<file path="src/rtl/sync_edge_array.sv">
// Multi-channel input conditioner: synchroniser, programmable glitch filter,
// edge strobes, stretched pulses and sticky event flags per channel.
module sync_edge_array #(
  parameter int NCH        = 8,
  parameter int NSYNC      = 3,
  parameter int FILT_NB    = 4,
  parameter int STRETCH_NB = 3,
  parameter int EDGE_MODE  = 0
) (
  input  logic               clock_i,
  input  logic               reset_n_i,
  input  logic [NCH-1:0]     in_i,
  input  logic [FILT_NB-1:0] filt_len_i,
  input  logic [NCH-1:0]     clear_i,
  output logic [NCH-1:0]     level_o,
  output logic [NCH-1:0]     edge_o,
  output logic [NCH-1:0]     stretch_o,
  output logic [NCH-1:0]     sticky_o,
  output logic               any_o
);

  (* ASYNC_REG = "TRUE" *) logic [NCH-1:0] sync_q [NSYNC];

  logic [NCH-1:0]        s;
  logic [FILT_NB-1:0]    fcnt_q [NCH];
  logic [FILT_NB-1:0]    fcnt_d [NCH];
  logic [STRETCH_NB-1:0] scnt_q [NCH];
  logic [STRETCH_NB-1:0] scnt_d [NCH];
  logic [NCH-1:0]        level_q, level_d;
  logic [NCH-1:0]        prev_q;
  logic [NCH-1:0]        edge_q;
  logic [NCH-1:0]        e_next;
  logic [NCH-1:0]        stretch_q, stretch_d;
  logic [NCH-1:0]        sticky_q, sticky_d;

  assign s = sync_q[NSYNC-1];

  always_comb begin
    if (EDGE_MODE == 0)      e_next = level_q & ~prev_q;
    else if (EDGE_MODE == 1) e_next = ~level_q & prev_q;
    else                     e_next = level_q ^ prev_q;
  end

  // fcnt only advances while below filt_len, so it cannot wrap.
  always_comb begin
    level_d   = level_q;
    stretch_d = '0;
    sticky_d  = sticky_q;
    for (int i = 0; i < NCH; i++) begin
      fcnt_d[i] = '0;
      scnt_d[i] = '0;
      if (s[i] != level_q[i]) begin
        if (fcnt_q[i] >= filt_len_i) level_d[i] = s[i];
        else                         fcnt_d[i]  = fcnt_q[i] + FILT_NB'(1);
      end
      if (e_next[i]) begin
        scnt_d[i]    = STRETCH_NB'(1);
        stretch_d[i] = 1'b1;
        sticky_d[i]  = 1'b1;
      end else begin
        scnt_d[i]    = scnt_q[i] + STRETCH_NB'(scnt_q[i] != '0);
        stretch_d[i] = (scnt_q[i] != '0);
        if (clear_i[i]) sticky_d[i] = 1'b0;
      end
    end
  end

  always_ff @(posedge clock_i or negedge reset_n_i) begin
    if (!reset_n_i) begin
      for (int k = 0; k < NSYNC; k++) sync_q[k] <= '0;
      for (int i = 0; i < NCH; i++) begin
        fcnt_q[i] <= '0;
        scnt_q[i] <= '0;
      end
      level_q   <= '0;
      prev_q    <= '0;
      edge_q    <= '0;
      stretch_q <= '0;
      sticky_q  <= '0;
    end else begin
      sync_q[0] <= in_i;
      for (int k = 1; k < NSYNC; k++) sync_q[k] <= sync_q[k-1];
      for (int i = 0; i < NCH; i++) begin
        fcnt_q[i] <= fcnt_d[i];
        scnt_q[i] <= scnt_d[i];
      end
      level_q   <= level_d;
      prev_q    <= level_q;
      edge_q    <= e_next;
      stretch_q <= stretch_d;
      sticky_q  <= sticky_d;
    end
  end

  assign level_o   = level_q;
  assign edge_o    = edge_q;
  assign stretch_o = stretch_q;
  assign sticky_o  = sticky_q;
  assign any_o     = |sticky_q;

endmodule

</file>
<file path="config.mk">
export PLATFORM = sky130hd
export DESIGN_NAME = sync_edge_array
export DESIGN_NICKNAME = d
export VERILOG_FILES = /design/src/rtl/sync_edge_array.sv
export SDC_FILE = /design/constraint.sdc
export NUM_CORES = 1
export LEC_CHECK = 0
export CAP_MARGIN = 20
export CORE_MARGIN = 2
export CORE_UTILIZATION = 45
export CTS_CLUSTER_DIAMETER = 30
export DETAILED_ROUTE_END_ITERATION = 10
export PLACE_DENSITY_LB_ADDON = 0.1
export REMOVE_ABC_BUFFERS = 1
export SYNTH_ARGS = -nofsm -noshare
export SYNTH_HDL_FRONTEND = slang
export SYNTH_SLANG_ARGS = --single-unit
</file>
<file path="constraint.sdc">
create_clock -name clock_i -period 1.88 [get_ports clock_i]
set_input_delay 0.376 -clock clock_i [delete_from_list [all_inputs] [get_ports clock_i]]
set_output_delay 0.376 -clock clock_i [all_outputs]
set_load 0.005 [all_outputs]
</file>
== Word-level counts from Yosys, hierarchy flattened ==
Cells that the tools add are included.

* Input port bits: 22
* Word-level logic and storage cells: 145
* Output and inout bits: 33
* Bits in registers: 120

* Order comparisons: 8
* Bitwise logic cells: 2
* Mux-type cells: 48
* Add/subtract/negate cells: 16
* Equality and inequality tests: 8
* Reductions and logical operators: 25

{| class="wikitable"
|+ Operator list
! kind !! number
|-
| two-way mux 4 bit || 16
|-
| adder 4 x 1 -> 4 bit (second input constant) || 8
|-
| >= comparator 4 bit || 8
|-
| adder 3 x 1 -> 3 bit || 8
|-
| two-way mux 1 bit || 24
|-
| two-way mux 3 bit || 8
|-
| nonzero test 3 bit || 8
|-
| AND reduction 2 bit || 8
|-
| nonzero test 2 bit || 8
|-
| bitwise AND 8 bit || 1
|-
| inequality test 1 bit || 8
|-
| inverter 8 bit || 1
|-
| OR reduction 8 bit || 1
|}

== Logic depth before layout (Yosys ltp) ==
Gate-level depths: netlist of run 1.

* Word-level depth: 3
* Mapped depth: 6
* Mapped depth without buffers: 6

== Worst setup path after synthesis of run 1 ==
OpenSTA, ideal clock, no wires.

* Kind: register to register
* Start point: reg fcnt_q[24] in the netlist's numbering
* End point: reg level_q[1] (netlist: level_o[1])
* Cell stages (with the launch flop): 7
* Slack: 233 ps
* Clock period less this slack: 1647 ps
* Library setup time: 125 ps
* Buffers on the path: 0
* Required time: 1755 ps
* Arrival: 1522 ps
* Path through: dfrtp_1 inv_1 ha_1 nand2b_4 a2111oi_4 nor2_2 mux2_4

* Word-level cells in the longest chain between the ends: 2

{| class="wikitable"
|+ RTL lines
! what !! RTL line !! text
|-
| start: declaration || 25 || <nowiki>logic [FILT_NB-1:0] fcnt_q [NCH];</nowiki>
|-
| start signal: indexed assignment || 84 || <nowiki>fcnt_q[i] <= fcnt_d[i];</nowiki>
|-
| >= comparator 4 bit || 53 || <nowiki>if (fcnt_q[i] >= filt_len_i) level_d[i] = s[i];</nowiki>
|-
| AND reduction 2 bit (no line) || n/a ||
|-
| end signal: assignment || 87 || <nowiki>level_q <= level_d;</nowiki>
|-
| end: declaration || 29 || <nowiki>logic [NCH-1:0] level_q, level_d;</nowiki>
|}

No other way between the ends.
A chain may end at the register's enable or synchronous reset.

== Worst setup path in the final report of run 1 ==
* Start point: in filt_len_i[2]
* End point: reg level_q[4] (netlist: level_o[4])

* Word-level cells in the longest chain between the ends: 2

{| class="wikitable"
|+ RTL lines
! what !! RTL line !! text
|-
| start: declaration || 13 || <nowiki>input logic [FILT_NB-1:0] filt_len_i,</nowiki>
|-
| >= comparator 4 bit || 53 ||
|-
| AND reduction 2 bit (no line) || n/a ||
|}

No other way between the ends.

==> impl_metrics.csv, run 1 <==
group,metric,value,unit
power,leakage,3.22,nW
synthesis,synth.distinct_cells,19,
power,max-vdd-ir-drop,810,uV
clocking,cts_tree,"yes",
sta,max_slew.worst_pin.slew,0.381,ns
power,pwr-share-seq,38.7,%
floorplan,die_y,113,um
job,max-cap-violations,0,
sta,report.final.slew_viol_count,0,
layout,num_antenna_cells,0,
critical_path,critical_path.startpoint,"filt_len_i[2]",
synthesis,synth.ff_latch_count,120,
power,pwr-share-clk,27.2,%
clocking,clock_latency,0.41,ns
worst_hold_path,hold_path.class,"flip-flop to flip-flop",
floorplan,die_w,113,um
drt,route.detailed.drc,0,
drt,ant_nets,0,
power,switching_share,29.8,%
power,combPwrFrac,34.1,%
clocking,clk_pin_slew,0.05,ns
drt,wl_per_cell,13.2,um
drt,drt_iter0_markers,136,
worst_hold_path,min_from,"sync_q[22]",
synthesis,ys_seq_area_share,56.6,%
placed_design,dpl.hpwl,5.94,mm
floorplan,start_util,46.3,%
global_routing,grt_start_max_net_pins,71,
critical_path,cp_data_arrival_time,2.14,ns
global_routing,grt_pass1_vias,3247,
power,p_per_area,1550,nW/um2
synthesis,synth_area_per_cell,12.8,um2
drt,vias,3094,
sta,post-route-period-util,97.9,%
synthesis,syn_inst,416,
synthesis,yosys.area.top_type,"dfrtp_1",
clocking,htreeDepth,4,
clocking,clock-root-buffer,"clkbuf_16",
synthesis,synth_top_area_share,56.6,%
layout,syn_to_final_growth,29.2,%
placed_design,io_buffers,54,
synthesis,netlist_area,5310,um2
drt,first_pass_iters,4,
layout,drive_gt1_share,17.6,%
power,p_int,7.45,mW
power,switchingPower,3.16,mW
global_routing,antenna_found_initial,0,
floorplan,core,11500,um2
floorplan,dieArea,12700,um2
placed_design,routabilityCongestion,0.728,
global_routing,grt-ovfl-total,0,
clocking,cts.sinks,120,
critical_path,crit_type,"primary input to flip-flop",
synthesis,synth_area_leaders,"dfrtp_1 57%, ha_1 13%, a2111oi_4 4.1%, xnor2_1 3.6%, nor2_1 3.4%",
sta,max_freq,0.543,GHz
critical_path,r2r-start,"fcnt_q[4]",
sta,period_needed,1.84,ns
global_routing,grt.total_usage,15.5,%
floorplan,rows,39,
critical_path,crit_path_end_kind,"flip-flop",
clocking,numCtsBuffers,17,
layout,mostFrequentLayoutCells,"119 x dfrtp_1, 51 x clkdlybuf4s50_1, 46 x ha_1, 45 x inv_1, 44 x nor2_1",
clocking,cts_buffer_depth,2,
drt,drt-vias-per-instance,4.69,
floorplan,num_io_pins,55,
critical_path,crit_path_start_kind,"primary input",
global_routing,grt_pass1_wl,15.1,mm
layout,fin_area,6860,um2
sta,hold_violations,0,
layout,layout_commonest_cell,"dfrtp_1",
sta,slew_headroom,74.6,%
layout,nets,583,
drt,drt-total-wl,8.72,mm
placed_design,placed_area,6120,um2
synthesis,yosysWarnings,0,
sta,fin_worst_skew,0.00561,ns
sta,setup_viol,0,
critical_path,cp.required,2.17,ns
sta,hold_slack,0.341,ns
outcome,status,"complete, no violations",
critical_path,path_max_fanout,4,
[final cells by class]
type | count | area (um2)
Fill cell | 961 | 4610
Sequential cell | 120 | 3000
Timing Repair Buffer | 70 | 703
Tap cell | 143 | 179
Multi-Input combinational cell | 249 | 2270
Inverter | 47 | 184
Clock buffer | 26 | 479
Clock inverter | 4 | 45.0
[final timing paths]
kind,slack (ns),to,cells past startpoint
min in group asynchronous,0.50,edge_o[6],3
hold reg to reg,0.34,sync_q[14],0
max in group asynchronous,1.01,level_o[0],3
setup reg to reg,0.15,level_o[6],6
hold / removal,0.34,sync_q[14],0
setup / recovery,0.04,level_o[4],8
[synthesized netlist by cell type]
master and count:
or3_1 2, dfrtp_1 120, xor2_1 16, o21ai_0 16
nand2b_1 12, nand3_1 8, nor2_1 48, nor2_2 8
nand2_1 13, inv_1 47, mux2_4 8, xnor2_1 22
nor2b_1 6, and2_1 8, ha_1 56, a2111oi_4 8
nor4_1 2, o21a_1 8, nand2b_4 8
[repair_timing]
| item | 4_1_cts | 5_1_grt |
|---|---|---|
| hold buffers | 1 | 0 |
| resized for setup | 2 | 33 |
| pin swaps | 2 | 9 |
| setup buffers | 1 | 5 |
| hold endpoints to repair | 51 | 0 |
| setup endpoints to repair | 3 | 40 |
[per-layer routing]
metal / GRT usage, % / vias to the layer above / share of wire (%)
met5: 0 / - / 0
met4: 8.78 / 0 / 2.3
met3: 5.08 / 17 / 4.5
met2: 24.9 / 55 / 49
met1: 18.4 / 1501 / 44
li1: - / 1521 / -
[state kept, by name, summed over array words and instances (netlist names)]
name / count
edge_o: 8
fcnt_q: 32
level_o: 8
s: 8
prev_q: 8
stretch_o: 8
sticky_o: 8
scnt_q: 24
sync_q: 16
[power by group through the flow]
stage          combinational (mW)  clock, mW  sequential (mW)
6_report                     3.62       2.88             4.11
2_1_floorplan                2.29          0             4.01
3_5_place_dp                 3.51          0             4.13
5_1_grt                      4.13       3.11             4.25
3_3_place_gp                 3.39          0             4.10
4_1_cts                      3.56       2.98             4.10
[logic make-up after synthesis]
group / Yosys count / share of synthesized area, %
AO/OA/AOI/OAI: 32 / 6.79
XOR/XNOR: 38 / 6.27
adder cells (fa/ha/maj): 56 / 13.2
buffers and inverters: 47 / 3.32
flip-flops: 120 / 56.6
multiplexers: 8 / 2.26
AND/OR/NAND/NOR: 115 / 11.6
[per-stage QoR]
step | setup WS (ns) | power [mW] | utilization [%] | instances | TNS (ns)
after floorplan | 0.233 | 6.30 | - | 416 | 0
after CTS | 0.00499 | 10.6 | 58.1 | 654 | 0
final | 0.0387 | 10.6 | 59.8 | 659 | 0
after global placement | -0.402 | 7.49 | 53.4 | 622 | -15.24
after global routing | -0.0248 | 11.5 | 59.8 | 659 | -0.0427
after detailed placement | -0.467 | 7.65 | 53.4 | 622 | -16.49
[worst max-delay path: stages]
cell,delay [ns]
clkdlybuf4s50_1,0.51
clkinvlp_4,0.12
buf_4,0.17
ha_1,0.21
buf_4,0.14
a2111oi_4,0.22
nor2_2,0.09
mux2_4,0.30
(Power assumes the default switching activity.)
==> run 2, diff against run 1 <==
Settings changed: CAP_MARGIN 20 to unset.
==> results of run 2 <==
Same layout as run 1: the final DEF is identical, and so are final timing and power.
==> run 3, diff against run 2 <==
Settings changed: SLEW_MARGIN set to 15.
==> results of run 3 <==
Same layout as run 1: the final DEF is identical, and so are final timing and power.
